$ cat src/rtl/ppm_decoder_pkg.sv
// Shared types and default timing constants for the PPM frame decoder.
// All timing values are in system clock cycles.
package ppm_decoder_pkg;

   localparam int CHANNEL_INDEX_WIDTH     = 3;

   localparam int DEFAULT_NUM_CHANNELS    = 8;
   localparam int DEFAULT_COUNTER_WIDTH   = 16;
   localparam int DEFAULT_MIN_PULSE_VALUE = 800;
   localparam int DEFAULT_MAX_PULSE_VALUE = 2200;
   localparam int DEFAULT_SYNC_GAP_VALUE  = 3000;
   localparam int DEFAULT_TIMEOUT_VALUE   = 50000;

   typedef enum logic [1:0] {
      WAIT_SYNC = 2'd0,
      GAP       = 2'd1,
      CHAN      = 2'd2
   } ppm_state_t;

endpackage

$ cat src/rtl/ppm_input_sync.sv
// PPM input conditioning: 2-FF synchronizer, optional 3-sample majority filter
// (enabled by defining PPM_GLITCH_FILTER_EN), and a registered rising-edge strobe.
module ppm_input_sync (
   input  logic clock_i,
   input  logic reset_i,
   input  logic enable_i,
   input  logic ppm_i,
   output logic edge_o
);

   logic sync_meta;
   logic sync_q;
   logic filtered;
   logic filtered_prev;

   always_ff @(posedge clock_i) begin
      if (reset_i || !enable_i) begin
         sync_meta <= 1'b0;
         sync_q    <= 1'b0;
      end else begin
         sync_meta <= ppm_i;
         sync_q    <= sync_meta;
      end
   end

`ifdef PPM_GLITCH_FILTER_EN
   logic [1:0] history_q;

   // Any single-cycle spike occupies only one of the three samples, so the vote never follows it.
   always_ff @(posedge clock_i) begin
      if (reset_i || !enable_i) begin
         history_q <= '0;
         filtered  <= 1'b0;
      end else begin
         history_q <= {history_q[0], sync_q};
         filtered  <= (sync_q & history_q[0]) | (sync_q & history_q[1]) |
                      (history_q[0] & history_q[1]);
      end
   end
`else
   assign filtered = sync_q;
`endif

   always_ff @(posedge clock_i) begin
      if (reset_i || !enable_i) begin
         filtered_prev <= 1'b0;
         edge_o        <= 1'b0;
      end else begin
         filtered_prev <= filtered;
         edge_o        <= filtered & ~filtered_prev;
      end
   end

endmodule

$ cat src/rtl/ppm_frame_decoder.sv
// PPM sum-signal frame decoder: locks onto the sync gap, measures each channel slot and
// regenerates one selected channel as a PWM pulse. PPM_GLITCH_FILTER_EN enables the input filter.
module ppm_frame_decoder
   import ppm_decoder_pkg::*;
#(
   parameter int NUM_CHANNELS    = DEFAULT_NUM_CHANNELS,
   parameter int COUNTER_WIDTH   = DEFAULT_COUNTER_WIDTH,
   parameter int MIN_PULSE_VALUE = DEFAULT_MIN_PULSE_VALUE,
   parameter int MAX_PULSE_VALUE = DEFAULT_MAX_PULSE_VALUE,
   parameter int SYNC_GAP_VALUE  = DEFAULT_SYNC_GAP_VALUE,
   parameter int TIMEOUT_VALUE   = DEFAULT_TIMEOUT_VALUE
) (
   input  logic                           clock_i,
   input  logic                           reset_i,
   input  logic                           enable_i,
   input  logic                           ppm_i,
   input  logic [CHANNEL_INDEX_WIDTH-1:0] channel_select_i,
   output logic [CHANNEL_INDEX_WIDTH-1:0] channel_index_o,
   output logic [COUNTER_WIDTH-1:0]       channel_width_o,
   output logic                           channel_valid_o,
   output logic                           frame_done_o,
   output logic                           frame_error_o,
   output logic                           signal_lost_o,
   output logic                           servo_pulse_o
);

   localparam logic [COUNTER_WIDTH-1:0] MIN_C     = COUNTER_WIDTH'(MIN_PULSE_VALUE);
   localparam logic [COUNTER_WIDTH-1:0] MAX_C     = COUNTER_WIDTH'(MAX_PULSE_VALUE);
   localparam logic [COUNTER_WIDTH-1:0] SYNC_C    = COUNTER_WIDTH'(SYNC_GAP_VALUE);
   localparam logic [COUNTER_WIDTH-1:0] TIMEOUT_C = COUNTER_WIDTH'(TIMEOUT_VALUE);
   localparam logic [CHANNEL_INDEX_WIDTH-1:0] LAST_INDEX = CHANNEL_INDEX_WIDTH'(NUM_CHANNELS - 1);

   logic                           edge_strobe;
   logic [COUNTER_WIDTH-1:0]       counter_q;
   ppm_state_t                     state_q;
   logic [CHANNEL_INDEX_WIDTH-1:0] index_q;
   logic [CHANNEL_INDEX_WIDTH-1:0] select_q;
   logic                           gap_hit;
   logic                           timeout_hit;
   logic                           interval_ok;
   logic                           start_frame;

   ppm_input_sync u_input_sync (
      .clock_i  (clock_i),
      .reset_i  (reset_i),
      .enable_i (enable_i),
      .ppm_i    (ppm_i),
      .edge_o   (edge_strobe)
   );

   // Restarting at 1 makes the count in an edge cycle equal the edge-to-edge spacing.
   always_ff @(posedge clock_i) begin
      if (reset_i || !enable_i) begin
         counter_q <= '0;
      end else if (edge_strobe) begin
         counter_q <= COUNTER_WIDTH'(1);
      end else if (counter_q != TIMEOUT_C) begin
         counter_q <= counter_q + COUNTER_WIDTH'(1);
      end
   end

   assign gap_hit     = (counter_q == SYNC_C);
   assign timeout_hit = (counter_q == TIMEOUT_C);
   assign interval_ok = (counter_q >= MIN_C) && (counter_q <= MAX_C);
   // An edge landing exactly on the sync threshold still counts as the end of a sync gap.
   assign start_frame = edge_strobe && ((state_q == GAP) || gap_hit);

   // Index never exceeds NUM_CHANNELS-1 while in CHAN, so an out-of-range select never matches.
   always_ff @(posedge clock_i) begin
      if (reset_i || !enable_i) begin
         state_q         <= WAIT_SYNC;
         index_q         <= '0;
         select_q        <= '0;
         channel_index_o <= '0;
         channel_width_o <= '0;
         channel_valid_o <= 1'b0;
         frame_done_o    <= 1'b0;
         frame_error_o   <= 1'b0;
         signal_lost_o   <= 1'b0;
         servo_pulse_o   <= 1'b0;
      end else begin
         channel_valid_o <= 1'b0;
         frame_done_o    <= 1'b0;
         frame_error_o   <= 1'b0;
         if (timeout_hit) begin
            signal_lost_o <= 1'b1;
            state_q       <= WAIT_SYNC;
            servo_pulse_o <= 1'b0;
         end else if (start_frame) begin
            frame_error_o <= (state_q == CHAN);
            state_q       <= CHAN;
            index_q       <= '0;
            select_q      <= channel_select_i;
            servo_pulse_o <= !signal_lost_o && (channel_select_i == '0);
         end else if (gap_hit && (state_q != GAP)) begin
            frame_error_o <= (state_q == CHAN);
            state_q       <= GAP;
            servo_pulse_o <= 1'b0;
         end else if ((state_q == CHAN) && edge_strobe) begin
            if (interval_ok) begin
               channel_valid_o <= 1'b1;
               channel_index_o <= index_q;
               channel_width_o <= counter_q;
               if (index_q == LAST_INDEX) begin
                  frame_done_o  <= 1'b1;
                  signal_lost_o <= 1'b0;
                  state_q       <= WAIT_SYNC;
                  servo_pulse_o <= 1'b0;
               end else begin
                  index_q       <= index_q + CHANNEL_INDEX_WIDTH'(1);
                  servo_pulse_o <= !signal_lost_o &&
                                   ((index_q + CHANNEL_INDEX_WIDTH'(1)) == select_q);
               end
            end else begin
               frame_error_o <= 1'b1;
               state_q       <= WAIT_SYNC;
               servo_pulse_o <= 1'b0;
            end
         end
      end
   end

endmodule

$ cat config.mk
export PLATFORM = sky130hd
export DESIGN_NAME = ppm_frame_decoder
export DESIGN_NICKNAME = d
export VERILOG_FILES = /design/src/rtl/ppm_decoder_pkg.sv /design/src/rtl/ppm_input_sync.sv /design/src/rtl/ppm_frame_decoder.sv
export SDC_FILE = /design/constraint.sdc
export NUM_CORES = 1
export LEC_CHECK = 0
export CORE_UTILIZATION = 50
export CTS_CLUSTER_SIZE = 30
export DETAILED_ROUTE_END_ITERATION = 12
export DONT_BUFFER_PORTS = 1
export PLACE_DENSITY = 0.65
export SLEW_MARGIN = 0
export SYNTH_ARGS = -nofsm -noshare
export SYNTH_HDL_FRONTEND = slang
export SYNTH_HIERARCHICAL = 1
export SYNTH_SLANG_ARGS = --single-unit
$ cat constraint.sdc
create_clock -name clock_i -period 2.9 [get_ports clock_i]
set_input_delay 0.58 -clock clock_i [delete_from_list [all_inputs] [get_ports clock_i]]
set_output_delay 0.58 -clock clock_i [all_outputs]
set_load 0.005 [all_outputs]
# Word-level counts from Yosys, hierarchy flattened
# Cells that the tools add are included.
# word_totals
regBits	52
inputBits	7
output_inout_bits	24
elab_cells	101
# op_classes
n_addsub	2
magnitude_cmp	2
n_eq_ne	14
mux	29
bitwise_logic	7
reduce_logical	30
# op_table
operator	count
2-to-1 mux 1 bit	19
adder 16 x 1 -> 16 bit (second input constant)	1
equality test 16 x 12 -> 1 bit (second input constant)	1
equality test 16 bit (second input constant)	1
greater-or-equal comparator 16 x 10 -> 1 bit (second input constant)	1
less-or-equal comparator 16 x 12 -> 1 bit (second input constant)	1
!= test 16 bit (second input constant)	1
2-to-1 mux 3 bit	5
AND reduction 5 bit	3
nonzero test 2 bit	7
2-to-1 mux 2 bit	5
!= test 2 bit (second input constant)	4
logical AND 1 bit	6
inverter 1 bit	6
AND reduction 2 bit	3
OR reduction 6 bit	1
OR reduction 5 bit	1
!= test 4 x 1 -> 1 bit (second input constant)	1
OR reduction 2 bit	2
adder 3 x 1 -> 3 bit (second input constant)	1
equality test 3 bit	1
equality test 3 bit (second input constant)	1
logical NOT 3 bit	1
!= test 3 x 1 -> 1 bit (second input constant)	1
8 further kinds	10

# Longest topological paths before layout
# Gate-level depths: netlist of run 1.
# depth
word_depth	8
mapped_depth	8
ltp_nobuf	7

# Cells and area by module
# The synthesis of run 1 kept the hierarchy.
# modules_own_cells
module	n_inst	cells_per_inst	area_each_um2	seq_area_each_um2
ppm_frame_decoder	1	247	2117.0	960.9
ppm_input_sync	1	8	122.6	80.1

# Worst setup path before layout of run 1
# OpenSTA, ideal clock, no wires.
# synth_path
path_kind	flip-flop to flip-flop
startpoint	register counter_q[15]
endpoint	register servo_pulse_o
setup_ns	0.062
arrival_time_ns	2.070
required_time_ns	2.838
slack_ns	0.768
stages_incl_launch_ff	6
n_path_buf	0
period_less_slack_ns	2.132
path_cell_list	dfxtp_1 > or4_4 > nor4_4 > a221oi_1 > or4b_1 > nand3_1
# synth_between
elab_chain_cells	6
elab_cells_between_ends	14
classes_between	2 x order compare; 2 x eq/ne; 4 x mux; 6 x reduce/logical
# synth_rtl
element	line_no	text
start, declared	ppm_frame_decoder.sv:34	logic [COUNTER_WIDTH-1:0] counter_q;
start signal, assigned	ppm_frame_decoder.sv:58	counter_q <= counter_q + COUNTER_WIDTH'(1);
greater-or-equal comparator 16 x 10 -> 1 bit or less-or-equal comparator 16 x 12 -> 1 bit (tied branches)	ppm_frame_decoder.sv:64	assign interval_ok = (counter_q >= MIN_C) && (counter_q <= MAX_C);
logical AND 1 bit	ppm_frame_decoder.sv:64	
2-to-1 mux 1 bit	ppm_frame_decoder.sv:100	if (interval_ok) begin
2-to-1 mux 1 bit	ppm_frame_decoder.sv:99	end else if ((state_q == CHAN) && edge_strobe) begin
2-to-1 mux 1 bit	ppm_frame_decoder.sv:95	end else if (gap_hit && (state_q != GAP)) begin
2-to-1 mux 1 bit	ppm_frame_decoder.sv:89	end else if (start_frame) begin
end signal, assigned	ppm_frame_decoder.sv:94	servo_pulse_o <= !signal_lost_o && (channel_select_i == '0);
end signal, assigned	ppm_frame_decoder.sv:111	servo_pulse_o <= !signal_lost_o &&
end, declared	ppm_frame_decoder.sv:24	output logic servo_pulse_o
# Several ways; a longest one is shown, not always the timed one. The select of a mux whose other input is x is not followed.
# A chain may end at the register's enable or synchronous reset.

# Worst setup path in the final report of run 1
# layout_path
startpoint	register counter_q[12]
endpoint	register index_q[2]
# layout_between
elab_chain_cells	5
elab_cells_between_ends	15
classes_between	2 x order compare; 4 x eq/ne; 1 x mux; 1 x bitwise; 7 x reduce/logical
# layout_rtl
element	line_no	text
branches (longest 5 deep; another with greater-or-equal comparator 16 x 10 -> 1 bit)	--	
end signal, assigned	ppm_frame_decoder.sv:110	index_q <= index_q + CHANNEL_INDEX_WIDTH'(1);
end, declared	ppm_frame_decoder.sv:36	logic [CHANNEL_INDEX_WIDTH-1:0] index_q;
# Parallel ways; which one is timed is not known.

==> results of run 1 <==
==> state kept, by name, summed over array words and instances (netlist names) <==
| name | count |
|---|---|
| servo_pulse_o | 1 |
| index_q | 3 |
| frame_error_o | 1 |
| channel_index_o | 3 |
| counter_q | 16 |
| channel_valid_o | 1 |
| signal_lost_o | 1 |
| frame_done_o | 1 |
| u_input_sync/edge_o | 1 |
| u_input_sync/filtered | 1 |
| channel_width_o | 16 |
| u_input_sync/sync_meta | 1 |
| u_input_sync/filtered_prev | 1 |
| select_q | 3 |
| state_q | 2 |
==> placed cells by master, fill, tap and decap left out, drive strengths merged, types with 4 or more instances in the layout <==
cell type / netlist / final
and3: 5 / 5
ha: 4 / 4
o211ai: 4 / 4
xor2: 12 / 12
nor4: 4 / 4
nand2b: 4 / 4
clkbuf: 10 / 6
nand2: 41 / 41
inv: 4 / 4
nand3: 10 / 10
a21oi: 24 / 24
or3: 8 / 8
xnor2: 4 / 4
nor2: 23 / 23
nand4: 4 / 4
dfxtp: 52 / 52
==> report_power, final <==
group          internal, µW  total [µW]  switching (µW)
registers               716         718            2.25
clock network           165         390             226
logic                  5.79        20.9            15.1
total                   886        1130             243
==> area by class of cell <==
| cell class | count | area share [%] |
|---|---|---|
| well taps | 50 | 2.67 |
| multi-input cells | 185 | 48.0 |
| inverters | 4 | 0.640 |
| repair buffers | 3 | 0.961 |
| flip-flops and latches | 52 | 44.4 |
| clock buffers | 6 | 3.09 |
| clock inverters | 1 | 0.213 |
==> synthesized netlist by cell type, drive strengths merged <==
cell and n:
dfxtp 52, nand2 41, a21oi 24, nor2 23
xor2 12, clkbuf 10, nand3 10, or3 8
and3 5, buf 4, ha 4, inv 4
nand2b 4, nand4 4, nor4 4, o211ai 4
xnor2 4, and3b 3, mux2i 3, nor3 3
o21ai 3, a211oi 2, a221oi 2, and4 2
nand4b 2, nor2b 2, or4 2, or4b 2
a2111oi 1, a211o 1, a21o 1, and2 1
and4bb 1, mux2 1, nor4b 1, o211a 1
o31a 1, o31ai 1, o41ai 1, or4bb 1
==> metrics by stage <==
stage                     hold WS (ns)  cells
after global routing             0.415    301
after floorplan                  0.448    255
after CTS                        0.417    301
final                            0.420    301
after global placement           0.461    294
after detailed placement         0.464    294
==> cells by family (layout without fill, tap and decap cells) <==
kind of cell               after synthesis  count (layout)  share of synthesized area [%]
muxes                                    4               4                           1.84
DFF                                     52              52                           46.5
adders and majority gates                4               4                           2.23
and+or+nand+nor                        119             119                           28.2
buffers and inverters                   18              14                           3.24
xor gates and xnor gates                16              16                           6.26
AOI/OAI and AO/OA                       42              42                           11.7
==> routing by layer <==
layer,up-vias,track usage [%],share of wire [%]
met5,-,0,0
met4,0,8.93,1.5
met3,6,6.09,3.1
met2,29,31.4,45
met1,807,28.7,51
li1,884,-,-
==> final timing paths <==
path                                    startpoint                          endpoint  slack [ns]
setup / recovery        counter_q[12]$_SDFFE_PP0P_           index_q[2]$_SDFFE_PP0P_        0.53
hold / removal                 channel_select_i[0]          select_q[0]$_SDFFE_PP0P_        0.42
setup reg to reg        counter_q[12]$_SDFFE_PP0P_           index_q[2]$_SDFFE_PP0P_        0.53
hold reg to reg   channel_width_o[10]$_SDFFE_PP0P_  channel_width_o[10]$_SDFFE_PP0P_        0.47
==> summary.md, run 1 <==
| Metric | Value |
|---|---|
| Mapped Cells | 255 |
| PwrDens | 481 nW/µm² |
| Clock Skews | 0.00565 ns |
| Minimum clock period | 2.37 ns |
| Worst skew pair latency | 0.31 ns |
| Post-CTS sizing | 0 |
| Crit path depth | 6 |
| Worst Hold Path Cells | 2 |
| Routed WL | 4.50 mm |
| Total Nets Final | 262 |
| Largest cells by area after synthesis | dfxtp_1 (46%), nand2_1 (6.9%), a21oi_1 (5.4%) |
| Setup ws final | 0.532 ns |
| Root Driver | clkbuf_8 |
| Layout cells sized above 1 | 7.17% |
| Final Util | 56.6% |
| Final setup violation count | 0 |
| Core box area | 4140 µm² |
| Fin. Hold Viols | 0 |
| Vias in the first global route | 1532 |
| Total gr overflow | 0 |
| Register area share after synthesis | 46.5% |
| Delay-heaviest family, CP | simple AND/OR/NAND/NOR gates |
| Detail Placement HPWL | 3.16 mm |
| Final Max Tran Viols | 0 |
| Post-synth net total | 266 |
| Vias per inst | 5.73 |
| WL/cell | 15.0 µm |
| Max_cap viols | 0 |
| Post-route cell area | 2340 µm² |
| Slew at the pin closest to its max-slew limit | 0.945 ns |
| Via count | 1726 |
| Fmax achieved | 422 MHz |
| Max Root-Sink Buffers | 2 |
| # hold bufs at CTS | 0 |
| Syn Area/Cell | 8.78 µm² |
| Total track usage | 21.3% |
| CTS buffer count | 5 |
| Leakage | 0.000843 µW |
| Initial DRC Count | 110 |
| Initial antenna violation count | 0 |
| Area of the multi-input gates | 1130 µm² |
| Fill cells | 397 |
| Peak supply drop | 0.284 mV |
| Crit path cell chain | or4_4 > a211oi_1 > and4_1 > buf_4 > nand3_1 > a21oi_1 |
| First-pass GRT wire length | 7.30 mm |
| Total power | 1130 µW |
| Setup Fix Bufs, Post-CTS | 0 |
| RSZ-0062 raised after global routing | false |
| Area share of the largest cell type after synthesis | 46.5% |
| Sequential cell area | 1040 µm² |
| Area Growth Syn to Fin | 4.69% |
| Std cell rows | 23 |
| Endpoint type of the worst setup path | flop |
| R2R cell count | 6 |
| Setup Slack @ Placement | 0.586 ns |
| Run status | completed |
| Drt first pass iters | 4 |
| Clock sinks | 52 |
| #FFs+latches synth | 52 |
| Slowest CP cell | or4_4 |
| Period utilisation layout | 81.7% |
| Die H | 68.9 µm |
| H-tree levels | 2 |
| Worst setup SP type | flop |
| Clock-pin slew of the registers on the worst-case setup and hold paths | 0.09 ns |
| Die ar. | 4750 µm² |
| Worst Path Arrival | 2.59 ns |
| CTS tree | done |
| Worst path bufs/invs | 1 |
| Input/output buffers | 0 |
| Slew margin rel. | 37.0% |
| Boundary pin count | 31 |
| Min-delay worst type | in -> reg |
| Total Neg Setup Slack | 0 ns |
| Yosys cell types | 44 |
| ANT cells | 0 |
| Drt drc | 0 |
| CP Data Required Time | 3.12 ns |
| Worst Path Max Fanout | 11 |
| Effective utilization at floorplan | 54.0% |
| Largest net degree at the start of global routing | 24 |
| Post-synthesis cell area | 2240 µm² |
| Antenna viol nets, final | 0 |
| DIE WIDTH | 68.9 µm |
| CP max stage delay | 0.58 ns |
| Dominant cell type by area after synthesis | dfxtp_1 |
| Post-placement cell area | 2270 µm² |
| Crit Path Category | reg -> reg |
| Final Wtd Congestion | 0.839 |
| Yosys warnings | 6 |
Power figures use the tool's default switching activity.
==> run 2, diff against run 1 <==
--- a/config.mk
+++ b/config.mk
@@ -5,11 +5,12 @@
 export SDC_FILE = /design/constraint.sdc
 export NUM_CORES = 1
 export LEC_CHECK = 0
+export ABC_AREA = 1
 export CORE_UTILIZATION = 50
 export CTS_CLUSTER_SIZE = 30
 export DETAILED_ROUTE_END_ITERATION = 12
 export DONT_BUFFER_PORTS = 1
-export PLACE_DENSITY = 0.65
+export PLACE_DENSITY = 0.68
 export SLEW_MARGIN = 0
 export SYNTH_ARGS = -nofsm -noshare
 export SYNTH_HDL_FRONTEND = slang
==> constraint.sdc (replaced) <==
create_clock -name clock_i -period 1.9 [get_ports clock_i]
set_input_delay 0.38 -clock clock_i [delete_from_list [all_inputs] [get_ports clock_i]]
set_output_delay 0.38 -clock clock_i [all_outputs]
set_load 0.005 [all_outputs]
==> run 2 against run 1 <==
Compared with the run above:
- sequential share of layout area down 3.4 points
- register-to-register slack worse by 0.33 ns
- worst hold slack worse by 0.24 ns
- utilization up 0.77 points
- final cell count up 26%
- die area up 4.6%
- flip-flop and latch count unchanged
- via count up 17%
- sequential power up 53%
- clock skew about the same
==> summary.md, run 2 <==
| Metric | Value |
|---|---|
| ANT cells | 0 (unchanged) |
| Std cell rows | 24 (was 23) |
| Endpoint type of the worst setup path | flop (unchanged) |
| Leakage | 0.00104 µW (was 0.000843 µW) |
| # hold bufs at CTS | 0 (unchanged) |
| Crit Path Category | reg -> reg (unchanged) |
| Dominant cell type by area after synthesis | dfxtp_1 (unchanged) |
| Layout cells sized above 1 | 11.3% (was 7.17%) |
| NetSw | 381 µW (was 243 µW) |
| Initial antenna violation count | 0 (unchanged) |
| WL/cell | 12.7 µm (was 15.0 µm) |
| Post-synthesis cell area | 2340 µm² (was 2240 µm²) |
| Effective utilization at floorplan | 52.8% (was 54.0%) |
| Setup Fix Bufs, Post-CTS | 0 (unchanged) |
| Clock power frac | 43.3% (was 34.6%) |
| Mapped Cells | 319 (was 255) |
| Die H | 70.5 µm (was 68.9 µm) |
| Commonest non-fill, non-tap cell in the layout | dfxtp_1 (unchanged) |
| Die ar. | 4970 µm² (was 4750 µm²) |
| Root Driver | clkbuf_8 (unchanged) |
| Register area share after synthesis | 44.4% (was 46.5%) |
| Syn Area/Cell | 7.35 µm² (was 8.78 µm²) |
| CTS tree | done (unchanged) |
| Sequential share of power | 54.7% (was 63.6%) |
| Clock sinks | 52 (unchanged) |
| Number of flops mapped to enable cells by yosys | 0 (unchanged) |
| Final Max Tran Viols | 0 (unchanged) |
| Total gr overflow | 0 (unchanged) |
| Vias in the first global route | 1835 (was 1532) |
| Antenna viol nets, final | 0 (unchanged) |
| Vias per inst | 5.33 (was 5.73) |
| Fmax achieved | 588 MHz (was 422 MHz) |
| Worst Path Max Fanout | 23 (was 11) |
| Most frequent cells in the layout | dfxtp_1 (49), inv_1 (43), nand2_1 (43), nor2_1 (43), a21oi_1 (32) (was dfxtp_1 (52), nand2_1 (41), a21oi_1 (24), nor2_1 (23), xor2_1 (12)) |
| Most common cell in the netlist | dfxtp_1 (unchanged) |
| Routed WL | 4.81 mm (was 4.50 mm) |
| RSZ-0062 raised after global routing | false (unchanged) |
| Yosys warnings | 6 (unchanged) |
| Via count | 2015 (was 1726) |
| Largest net degree at the start of global routing | 25 (was 24) |
| Worst Path Arrival | 1.93 ns (was 2.59 ns) |
| Min-delay worst type | in -> reg (unchanged) |
| Sw frac | 19.0% (was 21.5%) |
| Area Growth Syn to Fin | 8.70% (was 4.69%) |
| PwrDens | 786 nW/µm² (was 481 nW/µm²) |
| Input/output buffers | 0 (unchanged) |
| Max_cap viols | 0 (unchanged) |
| Initial DRC Count | 109 (was 110) |
| Cell internal pwr | 1620 µW (was 886 µW) |
| Gate power share | 2.0% (was 1.9%) |
| #FFs+latches synth | 52 (unchanged) |
| Commonest cells in the netlist | dfxtp_1 (52), inv_1 (43), nand2_1 (43), nor2_1 (43), a21oi_1 (32) (was dfxtp_1 (52), nand2_1 (41), a21oi_1 (24)) |
| Drt first pass iters | 4 (unchanged) |
| Total Nets Final | 337 (was 262) |
| Yosys cell types | 30 (was 44) |
| Top flop regs | channel_width_o: 16 flops, counter_q: 16 flops (unchanged) |
| Detail Placement HPWL | 3.58 mm (was 3.16 mm) |
| DIE WIDTH | 70.5 µm (was 68.9 µm) |
| Minimum clock period | 1.70 ns (was 2.37 ns) |
| CP Data Required Time | 2.13 ns (was 3.12 ns) |
| Slew margin rel. | 70.6% (was 37.0%) |
| Final Wtd Congestion | 0.875 (was 0.839) |
| Final setup violation count | 0 (unchanged) |
| Ys flop type | dfxtp_1 (unchanged) |
| First-pass GRT wire length | 8.18 mm (was 7.30 mm) |
| Largest cells by area after synthesis | dfxtp_1 (44%), inv_1 (6.9%), nand2_1 (6.9%) (was dfxtp_1 (46%), nand2_1 (6.9%), a21oi_1 (5.4%)) |
| CTS buffer count | 5 (unchanged) |
| Total Neg Setup Slack | 0 ns (unchanged) |
| Fin. Hold Viols | 0 (unchanged) |
| Peak supply drop | 0.540 mV (was 0.284 mV) |
| Post-synth ARST share | 0% (unchanged) |
| Clock Skews | 0.00563 ns (was 0.00565 ns) |
| Run status | completed (unchanged) |
| Area share of the largest cell type after synthesis | 44.4% (was 46.5%) |
| Core box area | 4440 µm² (was 4140 µm²) |
| Total power | 2000 µW (was 1130 µW) |
| Fill cells | 429 (was 397) |
| Slew at the pin closest to its max-slew limit | 0.437 ns (was 0.945 ns) |
| Post-synth net total | 330 (was 266) |
| Period utilisation layout | 89.6% (was 81.7%) |
| Max Root-Sink Buffers | 2 (unchanged) |
| Total track usage | 20.8% (was 21.3%) |
| Worst skew pair latency | 0.30 ns (was 0.31 ns) |
| H-tree levels | 2 (unchanged) |
| Clock-pin slew of the registers on the worst-case setup and hold paths | 0.09 ns (about the same) |
| Worst setup SP type | flop (unchanged) |
| Boundary pin count | 31 (unchanged) |
| Drt drc | 0 (unchanged) |
-- run 2: worst paths after layout --
kind                                      from                                end  slack, ns  cells past startpoint
min reg2reg  u_input_sync/sync_meta$_SDFF_PP0_   u_input_sync/filtered$_SDFF_PP0_       0.41                      2
max reg2reg          counter_q[0]$_SDFFE_PP0P_   channel_width_o[10]$_SDFFE_PP0P_       0.20                     10
max                  counter_q[0]$_SDFFE_PP0P_   channel_width_o[10]$_SDFFE_PP0P_       0.20                     10
min                                      ppm_i  u_input_sync/sync_meta$_SDFF_PP0_       0.18                      2
-- run 2: routing by layer --
| layer | vias to the layer above | global-route usage, % | share of wire [%] |
|---|---|---|---|
| met2 | 45 | 31.6 | 43 |
| li1 | 1051 | - | - |
| met3 | 5 | 5.34 | 5.4 |
| met1 | 914 | 28.7 | 50 |
| met5 | - | 0 | 0 |
| met4 | 0 | 7.03 | 1.3 |
-- run 2: per-stage QoR --
stage	cell area, µm²	setup slack [ns]	util (%)	hold slack [ns]	std cells
6_report	2550	0.198	57.3	0.184	378
4_1_cts	2540	0.146	57.2	0.183	378
3_5_place_dp	2410	0.171	54.3	0.404	371
2_1_floorplan	2340	0.433	-	0.394	319
5_1_grt	2550	0.0286	57.3	0.185	378
3_3_place_gp	2410	0.112	54.3	0.405	371
-- run 2: area by class of cell --
type                       instances  area, µm²  share of cell area [%]
timing repair buffer               7       65.1                    2.55
clock buffer                       5       68.8                    2.70
inverter                          48        181                    7.12
clock inverter                     2       60.1                    2.36
tap                               52       65.1                    2.55
sequential                        52       1040                    41.0
multi-input combinational        212       1060                    41.7
-- run 2: critical path, cell delays in order (launching register included) --
cell and delay (ns):
dfxtp_2 0.36, inv_1 0.08, ha_1 0.23, nand3_1 0.09
nor2_1 0.05, nand2_2 0.13, nand2_2 0.09, nor2_2 0.18
buf_12 0.17, o21ai_0 0.09, a21oi_1 0.15
-- run 2: power groups by stage --
stage	combinational, µW	clock, µW	sequential [µW]
3_3_place_gp	39.9	0	1120
6_report	40.1	869	1100
3_5_place_dp	39.8	0	1120
4_1_cts	39.8	879	1090
2_1_floorplan	27.6	0	1120
5_1_grt	45.0	934	1100
-- run 2: kinds of logic after synthesis --
kind of cell | share of synthesized area [%]
buf+inv | 10.5
mux | 0.427
xor+xnor | 1.49
simple gates | 27.2
fa+ha+maj | 2.13
flops | 44.4
compound gates | 13.9
-- run 2: timing repair --
action / 4_1_cts / 5_1_grt
gates resized for setup: 0 / 4
setup endpoints to repair: 0 / 2
hold endpoints to repair: 0 / 0
